<file path="config.mk">
export PLATFORM = sky130hd
export DESIGN_NAME = fpnew_noncomp_sched
export DESIGN_NICKNAME = d
export VERILOG_FILES = /design/src/rtl/fpnew_noncomp_sched.sv
export SDC_FILE = /design/constraint.sdc
export NUM_CORES = 1
export LEC_CHECK = 0
export ABC_AREA = 1
export CAP_MARGIN = 0
export CORE_AREA = 5 5 132 134
export DETAILED_ROUTE_END_ITERATION = 6
export DIE_AREA = 0 0 137 139
export GPL_TIMING_DRIVEN = 0
export HOLD_SLACK_MARGIN = 0.12
export PLACE_DENSITY = 0.66
export SLEW_MARGIN = 20
export SYNTH_ARGS = -nofsm -noshare
export SYNTH_HDL_FRONTEND = slang
export SYNTH_SLANG_ARGS = --single-unit
export TNS_END_PERCENT = 1
</file>
<file path="constraint.sdc">
create_clock -name clk_i -period 5 [get_ports clk_i]
set_clock_uncertainty 0.1 [all_clocks]
set_input_delay 1 -clock clk_i [delete_from_list [all_inputs] [get_ports clk_i]]
set_output_delay 1 -clock clk_i [all_outputs]
set_load 0.02 [all_outputs]
</file>
<file path="src/rtl/fpnew_noncomp_sched.sv">
// Round-robin scheduler sharing one combinational FP non-computational unit among NumReq
// requesters, with a single registered output slot and a saturating invalid-op counter.
module fpnew_noncomp_sched #(
  parameter int unsigned NumReq = 2,
  parameter int unsigned Width  = 32,
  localparam int unsigned IdxW  = (NumReq > 1) ? $clog2(NumReq) : 1,
  localparam int unsigned OpW   = 4,
  localparam int unsigned RmW   = 3,
  localparam int unsigned StatW = 5,
  localparam int unsigned ClsW  = 10
) (
  input  logic                                 clk_i,
  input  logic                                 rst_i,
  input  logic                                 flush_i,
  // Requester side
  input  logic [NumReq-1:0]                    req_valid_i,
  output logic [NumReq-1:0]                    req_ready_o,
  input  logic [NumReq-1:0][1:0][Width-1:0]    req_operands_i,
  input  logic [NumReq-1:0][1:0]               req_is_boxed_i,
  input  logic [NumReq-1:0][OpW-1:0]           req_op_i,
  input  logic [NumReq-1:0][RmW-1:0]           req_rnd_mode_i,
  input  logic [NumReq-1:0]                    req_op_mod_i,
  // Shared unit side
  output logic [1:0][Width-1:0]                unit_operands_o,
  output logic [1:0]                           unit_is_boxed_o,
  output logic [OpW-1:0]                       unit_op_o,
  output logic [RmW-1:0]                       unit_rnd_mode_o,
  output logic                                 unit_op_mod_o,
  input  logic [Width-1:0]                     unit_result_i,
  input  logic [StatW-1:0]                     unit_status_i,
  input  logic                                 unit_ext_bit_i,
  input  logic [ClsW-1:0]                      unit_class_mask_i,
  input  logic                                 unit_is_class_i,
  // Result side
  output logic                                 out_valid_o,
  input  logic                                 out_ready_i,
  output logic [IdxW-1:0]                      out_id_o,
  output logic [Width-1:0]                     out_result_o,
  output logic [StatW-1:0]                     out_status_o,
  output logic                                 out_ext_bit_o,
  output logic [ClsW-1:0]                      out_class_mask_o,
  output logic                                 out_is_class_o,
  output logic [15:0]                          nv_count_o,
  output logic                                 busy_o
);

  localparam logic [ClsW-1:0] ClassQnan = 10'h200;
  localparam logic [IdxW-1:0] LastIdx   = IdxW'(NumReq - 1);

  logic [IdxW-1:0]  rr_q, rr_d;
  logic [IdxW-1:0]  grant_idx, cand_idx, sel_idx;
  logic             any_valid, slot_free, issue, handshake;

  logic             out_valid_q, out_valid_d;
  logic [IdxW-1:0]  out_id_q;
  logic [Width-1:0] out_result_q;
  logic [StatW-1:0] out_status_q;
  logic             out_ext_bit_q;
  logic [ClsW-1:0]  out_class_mask_q;
  logic             out_is_class_q;
  logic [15:0]      nv_count_q, nv_count_d;

  // First valid requester at or above rr_q, wrapping modulo NumReq.
  always_comb begin
    any_valid = 1'b0;
    grant_idx = rr_q;
    cand_idx  = rr_q;
    for (int unsigned k = 0; k < NumReq; k++) begin
      cand_idx = IdxW'((32'(rr_q) + k) % NumReq);
      if (!any_valid && req_valid_i[cand_idx]) begin
        any_valid = 1'b1;
        grant_idx = cand_idx;
      end
    end
  end

  assign slot_free = ~out_valid_q | out_ready_i;
  assign issue     = slot_free & ~flush_i & any_valid & ~rst_i;
  assign handshake = out_valid_q & out_ready_i & ~flush_i;

  always_comb begin
    req_ready_o = '0;
    if (issue) begin
      req_ready_o[grant_idx] = 1'b1;
    end
  end

  // With nothing requesting, the unit still sees the requester at the round-robin pointer.
  assign sel_idx         = any_valid ? grant_idx : rr_q;
  assign unit_operands_o = req_operands_i[sel_idx];
  assign unit_is_boxed_o = req_is_boxed_i[sel_idx];
  assign unit_op_o       = req_op_i[sel_idx];
  assign unit_rnd_mode_o = req_rnd_mode_i[sel_idx];
  assign unit_op_mod_o   = req_op_mod_i[sel_idx];

  always_comb begin
    rr_d = rr_q;
    if (issue) begin
      rr_d = (grant_idx == LastIdx) ? '0 : grant_idx + IdxW'(1);
    end
  end

  // Flush wins over both a new issue and a pending drain.
  always_comb begin
    out_valid_d = out_valid_q;
    if (flush_i) begin
      out_valid_d = 1'b0;
    end else if (issue) begin
      out_valid_d = 1'b1;
    end else if (out_ready_i) begin
      out_valid_d = 1'b0;
    end
  end

  always_comb begin
    nv_count_d = nv_count_q;
    if (handshake && out_status_q[StatW-1] && (nv_count_q != 16'hFFFF)) begin
      nv_count_d = nv_count_q + 16'd1;
    end
  end

  always_ff @(posedge clk_i or posedge rst_i) begin
    if (rst_i) begin
      rr_q        <= '0;
      out_valid_q <= 1'b0;
      nv_count_q  <= '0;
    end else begin
      rr_q        <= rr_d;
      out_valid_q <= out_valid_d;
      nv_count_q  <= nv_count_d;
    end
  end

  always_ff @(posedge clk_i or posedge rst_i) begin
    if (rst_i) begin
      out_id_q         <= '0;
      out_result_q     <= '0;
      out_status_q     <= '0;
      out_ext_bit_q    <= 1'b0;
      out_class_mask_q <= ClassQnan;
      out_is_class_q   <= 1'b0;
    end else if (issue) begin
      out_id_q         <= grant_idx;
      out_result_q     <= unit_result_i;
      out_status_q     <= unit_status_i;
      out_ext_bit_q    <= unit_ext_bit_i;
      out_class_mask_q <= unit_class_mask_i;
      out_is_class_q   <= unit_is_class_i;
    end
  end

  assign out_valid_o      = out_valid_q;
  assign busy_o           = out_valid_q;
  assign out_id_o         = out_id_q;
  assign out_result_o     = out_result_q;
  assign out_status_o     = out_status_q;
  assign out_ext_bit_o    = out_ext_bit_q;
  assign out_class_mask_o = out_class_mask_q;
  assign out_is_class_o   = out_is_class_q;
  assign nv_count_o       = nv_count_q;

endmodule

</file>
Word-level counts from Yosys, hierarchy flattened --
Cells that the tools add are included.
Word-level totals: register bits after elaboration 68, input bits 203, output and inout bits 144
Operators by class: add/subtract/negate cells 3, $lt $le $gt $ge 5, equality and inequality tests 1, mux-type cells 25, bitwise operators 9, reductions and logical operators 6
Operators with widths (number):
- 2-to-1 mux 64 bit | 2
- adder 16 x 1 -> 16 bit (second input constant) | 1
- inequality test 16 bit (second input constant) | 1
- 2-to-1 mux 1 bit | 15
- less-than comparator 1 x 2 -> 1 bit (second input constant) | 4
- 2-to-1 mux 4 bit | 2
- 2-to-1 mux 2 bit | 3
- 2-to-1 mux 3 bit | 2
- AND 1 bit | 5
- logical AND 1 bit | 4
- NOT 1 bit | 3
- nonzero test 3 bit | 1
- adder 1 bit (second input constant) | 2
- demux 1 bit (select 1 bit) | 1
- greater-or-equal comparator 1 bit (second input constant) | 1
- zero test 1 bit | 1
- bitwise OR 1 bit | 1

Logic depth before layout (Yosys ltp) --
Gate-level depths: netlist of the first run.
depth after elaboration 11, gate-level depth with buffers 9, depth with buffers taken out 9

Worst setup path after synthesis of the first run --
No wires, ideal clock.
kind input-to-output, from input port rst_i, to output port req_ready_o[0], arrival 3338 ps, required time 3900 ps, path slack 562 ps, stages 4, buffers on the path 1, cells stage by stage inv_1 -> o211ai_2 -> clkbuf_1 -> nor2_1
Between the ends: longest elaborated chain between the ends 3
Ends and longest elaborated chain:
- from (decl) | line 13 | input logic rst_i,
- NOT 1 bit | line 78 | assign issue = slot_free & ~flush_i & any_valid & ~rst_i;
- AND 1 bit | line 78
- 2-to-1 mux 2 bit | line 83 | if (issue) begin
- to (decl) | line 17 | output logic [NumReq-1:0] req_ready_o,
Every way passes these cells.

==> results of run 1 <==
[area by class of cell]
class / count / area (µm²) / area share (%)
inverter: 65 / 246 / 3.06
multi-input combinational: 445 / 1860 / 23.1
tap: 220 / 275 / 3.42
sequential: 68 / 1700 / 21.2
clock inverter: 4 / 55.1 / 0.684
clock buffer: 12 / 267 / 3.31
timing repair buffer: 347 / 3490 / 43.4
buffer: 30 / 151 / 1.88
[worst min-delay path by stage]
stage	start	end	slack, ps	cells past startpoint
after global placement	out_status_o[2]$_DFFE_PP0P_	out_status_o[2]$_DFFE_PP0P_	370	2
after CTS	out_result_o[18]$_DFFE_PP0P_	out_result_o[18]$_DFFE_PP0P_	390	2
after floorplan	rr_q$_DFFE_PP0P_	rr_q$_DFFE_PP0P_	380	2
after detailed placement	out_result_o[21]$_DFFE_PP0P_	out_result_o[21]$_DFFE_PP0P_	370	2
after global routing	out_status_o[0]$_DFFE_PP0P_	out_status_o[0]$_DFFE_PP0P_	410	2
final	out_status_o[0]$_DFFE_PP0P_	out_status_o[0]$_DFFE_PP0P_	380	2
[critical path, cell delays in order]
cell and delay (ps):
clkdlybuf4s50_1 520, nand2_1 70, nand2_1 60, o21ai_1 140
inv_2 120, buf_2 240, buf_2 260, nand2_1 70
nand2_1 120, clkdlybuf4s50_1 670
[Yosys cell counts (all sizes together) (4+ instances only)]
cell    instances
nand3           7
nor2           21
xnor2           7
inv            64
o21ai          59
clkbuf         11
nand4           4
buf            19
dfrtp          67
nand2         343
[power by group through the flow]
stage | Combinational, µW | Sequential, µW | Clock, µW
5_1_grt | 1160 | 699 | 720
3_3_place_gp | 1070 | 693 | 0
6_report | 1070 | 686 | 673
2_1_floorplan | 364 | 789 | 0
4_1_cts | 1080 | 687 | 689
3_5_place_dp | 1080 | 695 | 0
[state kept, by name (all words and copies together), names as in the netlist]
register          flops
out_is_class_o        1
out_result_o         32
nv_count_o           16
out_class_mask_o     10
busy_o                1
out_ext_bit_o         1
out_id_o              1
rr_q                  1
out_status_o          5
[cell families (layout without fill, tap and decap cells)]
kind of cell    Yosys count  count (layout)  share of synthesized area [%]
simple gates            376             376                           36.9
buf+inv                  95             458                           9.99
flops                    68              68                           43.0
compound gates           61              61                           8.25
xor+xnor                  7               7                           1.55
fa+ha+maj                 1               1                          0.316
[layer usage]
metal / vias to the layer above / part of all wire, % / wire length, µm / GRT usage (%)
li1: 2546 / - / - / -
met1: 2189 / 39 / 7220 / 22.0
met2: 182 / 50 / 9070 / 31.6
met3: 15 / 9.8 / 1790 / 7.51
met4: 0 / 1.1 / 202 / 3.26
met5: - / 0 / 0 / 0
[per-stage QoR]
| stage | total power, µW | instance area (µm²) | TNS, ps |
|---|---|---|---|
| 2_1_floorplan | 1150 | 3960 | 0 |
| 3_3_place_gp | 1760 | 7700 | -8660 |
| 3_5_place_dp | 1770 | 7730 | 0 |
| 4_1_cts | 2460 | 8050 | 0 |
| 5_1_grt | 2570 | 8050 | 0 |
| 6_report | 2430 | 8050 | 0 |
==> out/results.txt, run 1 <==
Status: completed
Worst reg2reg startpoint: nv_count_o[1]$_DFFE_PP0P_
Average size of a mapped cell: 6.51 µm²
Die Ht: 139 µm
Vias in the first global route: 4755
Comb power frac: 44.1%
Leak: 0.00381 µW
Post-CTS Setup Repair Bufs: 0
Cells after Synth: 608
First-pass iteration count of the detailed router: 5
Initial antenna violation count: 0
Top post-synthesis cells by area: dfrtp_1 42%, nand2_1 32%, o21ai_0 7.2%, inv_1 5.9%, buf_2 2.0%
Root Buffer: clkbuf_16
PostCTS Resize Cnt: 0
CTS clk-pin slew, worst paths: 60 ps
Seq pwr share: 28.3%
Area Overhead vs Synth: 103%
Wire length per cell: 15.3 µm
Die Width: 137 µm
Post-synth ARST share: 100%
NetSw: 839 µW
Initial DRC Count: 168
Power per cell area: 302 mW/mm²
Pre-CTS WS: 574 ps
Post-route core utilization: 49.8%
FMAX: 0.227 GHz
Crit Path Class: input port to output pin
Worst setup path end: unit_operands_o[46]
Hold Fails Final Rpt: 0
Ports: 347
Antenna Cells: 0
H-tree depth: 3
Switch share: 34.5%
# DRC: 0
Die footprint: 0.0190 mm²
Reg2Reg Depth: 9
Vias per inst: 4.14
Post-Place Cells: 1175
Share of cells above drive strength 1: 5.25%
Final Max Slew Viols: 0
Fillcell total: 1610
Critical path arrival: 3300 ps
Total gr overflow: 0
Clk pwr share: 27.7%
Via count: 4932
Cts-stage hold buffer count: 0
Fin worst setup slack: 602 ps
RSZ-0062 raised after global routing: no
Total routed wirelength: 18.3 mm
Total GRT Usage: 18.5%
Clock buffer depth: 2
Mapped Area: 0.00396 mm²
Most common cell after layout, fill and taps aside: clkdlybuf4s50_1
Global-route wire length before repair: 27.2 mm
Gp weighted congestion: 0.855
Largest net degree at the start of global routing: 50
Ys Warns: 0
Starting density of the core: 24.5%
Core Area: 0.0162 mm²
Main flop type after synthesis: dfrtp_1
DP Wirelength: 15.2 mm
Sequential fraction of the synthesis area: 43.0%
Std cell rows: 47
Clock latency on the worst-skew pair: 320 ps
Hold WC Path Type: flip-flop to flip-flop
Crit. End Element: output pin
CTS tree: done
Final std cells w/o fill: 1191
Post-synth EDFFs: 0
Maximum vdd drop: 0.000169 V
CP startpoint kind: input port
Final setup fails: 0
Clock Sinks: 68
CTS Buf Count: 9
Top-area cell type share of the netlist area: 42.4%
Net Count, Synth: 812
Port-buffer cells: 346
Worst reg2reg path endpoint: nv_count_o[11]$_DFFE_PP0P_
Yosys cell types: 24
Final worst path period share: 88.0%
# Max-Cap Violations: 0
Worst Setup SP: req_valid_i[1]
Pint: 1590 µW
Final-stage net count: 1170
Yosys reg bits: 68
Worst-Margin Slew: 518 ps
Fin crit period: 4400 ps
CP Data Required Time: 3900 ps
Hold_ws: 380 ps
Worst reg-to-reg setup slack: 3210 ps
Worst-path fanout max: 10
Area leader, netlist: dfrtp_1
Commonest non-fill, non-tap cells in the layout: 346 x clkdlybuf4s50_1, 338 x nand2_1, 67 x dfrtp_1
Slew HR: 65.5%
Post-DRT Antenna Nets: 0
(Power assumes the default switching activity.)
==> inputs of run 2 (changes only) <==
--- a/config.mk
+++ b/config.mk
@@ -12,7 +12,7 @@
 export DIE_AREA = 0 0 137 139
 export GPL_TIMING_DRIVEN = 0
 export HOLD_SLACK_MARGIN = 0.12
-export PLACE_DENSITY = 0.66
+export PLACE_DENSITY_LB_ADDON = 0.3
 export SLEW_MARGIN = 20
 export SYNTH_ARGS = -nofsm -noshare
 export SYNTH_HDL_FRONTEND = slang
==> run 2 against run 1 <==
  * Cell count unchanged
  * Clock-buffer cell count shrank 3
  * Non-clock buffer count is the same
  * Total power increased by 2.3%
  * Design area up 0.14%
  * Routed wire length shrank 0.65%
==> out/results.txt, run 2 (synthesized netlist as in run 1, its figures left out) <==
Status: completed
Fin crit period: 4440 ps (+37.1 ps)
CP Data Required Time: 3900 ps (about the same)
Largest net degree at the start of global routing: 40 (-20%)
Post-Place Cells: 1175 (unchanged)
CTS tree: done
# DRC: 0 (unchanged)
Core Area: 0.0162 mm² (unchanged)
Final-stage net count: 1170 (unchanged)
Global-route wire length before repair: 26.8 mm (-1.4%)
# Max-Cap Violations: 0 (unchanged)
Fillcell total: 1582 (-1.7%)
Port-buffer cells: 346 (unchanged)
Clock latency on the worst-skew pair: 330 ps (about the same)
Worst reg-to-reg setup slack: 3170 ps (-40 ps)
Hold WC Path Type: flip-flop to flip-flop
Maximum vdd drop: 0.000165 V (-2.2%)
PostCTS Resize Cnt: 0 (unchanged)
Vias in the first global route: 4733 (-0.46%)
Die Width: 137 µm (unchanged)
RSZ-0062 raised after global routing: no
Hold Fails Final Rpt: 0 (unchanged)
Total gr overflow: 0 (unchanged)
Post-DRT Antenna Nets: 0 (unchanged)
Post-CTS Setup Repair Bufs: 0 (unchanged)
Worst reg2reg startpoint: busy_o$_DFFE_PP0P_
Area Overhead vs Synth: 104%
Total GRT Usage: 18.4% (-0.079 points)
Initial antenna violation count: 0 (unchanged)
Final Max Slew Viols: 0 (unchanged)
Power per cell area: 308 mW/mm² (+2.1%)
Worst reg2reg path endpoint: out_is_class_o$_DFFE_PP0P_
Cts-stage hold buffer count: 0 (unchanged)
Worst Setup SP: rst_i
Most common cell after layout, fill and taps aside: clkdlybuf4s50_1
Design Area, Final: 0.00806 mm² (+0.14%)
Root Buffer: clkbuf_16
Gp weighted congestion: 0.846 (-1.0%)
Register area: 0.00170 mm² (unchanged)
Slew HR: 65.8% (+0.29 points)
Vias per inst: 4.05 (-2.2%)
Clock Sinks: 68 (unchanged)
Std cell rows: 47 (unchanged)
CTS Buf Count: 9 (unchanged)
Worst-path fanout max: 39 (+29)
Antenna Cells: 0 (unchanged)
Share of cells above drive strength 1: 5.25% (unchanged)
Worst setup path end: req_ready_o[1]
Commonest non-fill, non-tap cells in the layout: 346 x clkdlybuf4s50_1, 338 x nand2_1, 67 x dfrtp_1
Ports: 347 (unchanged)
Crit. End Element: output pin
Leak: 0.00382 µW (about the same)
Critical path arrival: 3340 ps (+40 ps)
Crit Path Class: input port to output pin
Die Ht: 139 µm (unchanged)
Post-Place Cell Area: 0.00772 mm² (about the same)
Starting density of the core: 24.5% (unchanged)
Final setup fails: 0 (unchanged)
Hold_ws: 378 ps (-1.96 ps)
Multi-input logic area: 0.00186 mm² (unchanged)
Via count: 4825 (-2.2%)
Final worst path period share: 88.7% (+0.74 points)
Total routed wirelength: 18.2 mm (-0.65%)
Clock buffer depth: 2 (unchanged)
FMAX: 0.225 GHz (-0.84%)
DP Wirelength: 15.1 mm (-0.57%)
Reg2Reg Depth: 8 (-1)
Wire length per cell: 15.2 µm (-0.65%)
Max FFs per register: 32 (unchanged)
CP startpoint kind: input port
Worst-Margin Slew: 514 ps (-4.41 ps)
Initial DRC Count: 109 (-35%)
Final std cells w/o fill: 1191 (unchanged)
CTS clk-pin slew, worst paths: 60 ps (about the same)
H-tree depth: 3 (unchanged)
First-pass iteration count of the detailed router: 4 (-1)
Die footprint: 0.0190 mm² (unchanged)
run 2: worst min path at each step:
stage                                             from                           end  slack, ps  cells after the start
after detailed placement   out_result_o[8]$_DFFE_PP0P_   out_result_o[8]$_DFFE_PP0P_        370                      2
final                      out_result_o[9]$_DFFE_PP0P_   out_result_o[9]$_DFFE_PP0P_        380                      2
after floorplan                       rr_q$_DFFE_PP0P_              rr_q$_DFFE_PP0P_        380                      2
after CTS                 out_result_o[19]$_DFFE_PP0P_  out_result_o[19]$_DFFE_PP0P_        390                      2
after global routing       out_status_o[0]$_DFFE_PP0P_   out_status_o[0]$_DFFE_PP0P_        390                      2
after global placement     out_result_o[2]$_DFFE_PP0P_   out_result_o[2]$_DFFE_PP0P_        370                      2
run 2: critical path, stage by stage:
cell and delay [ps]:
clkdlybuf4s50_1 440, inv_4 320, buf_12 280, o211ai_2 210, clkbuf_1 270, nor2_1 150
clkdlybuf4s50_1 630
run 2: stage by stage:
step	setup TNS (ps)	worst slack [ps]	total power (µW)	utilization, %
finish	0	565	2480	49.8
global route	0	269	2620	49.8
CTS	0	463	2520	49.8
detailed placement	0	478	1770	47.7
global placement	-10540	-1440	1770	47.6
floorplan	0	562	1150	-
run 2: per-layer routing:
metal	GRT usage [%]	wire length [µm]	vias to the layer above
met2	31.3	8920	183
li1	-	-	2540
met4	4.52	308	0
met1	21.9	7310	2081
met5	0	0	-
met3	6.82	1630	21
run 2: final cells by class:
class	count	area share [%]
inverters	65	3.06
well taps	220	3.42
clock inverters	7	1.43
repair buffers	347	43.2
plain buffers	30	1.88
multi-input cells	445	23.1
flip-flops and latches	68	21.1
clock buffers	9	2.79
run 2: power breakdown:
group	leakage, µW	internal [µW]	total, µW	switching [µW]
clock network	0.000161	485	730	245
logic	0.00279	526	1070	541
registers	0.000867	633	687	53.6
total	0.00382	1640	2480	840
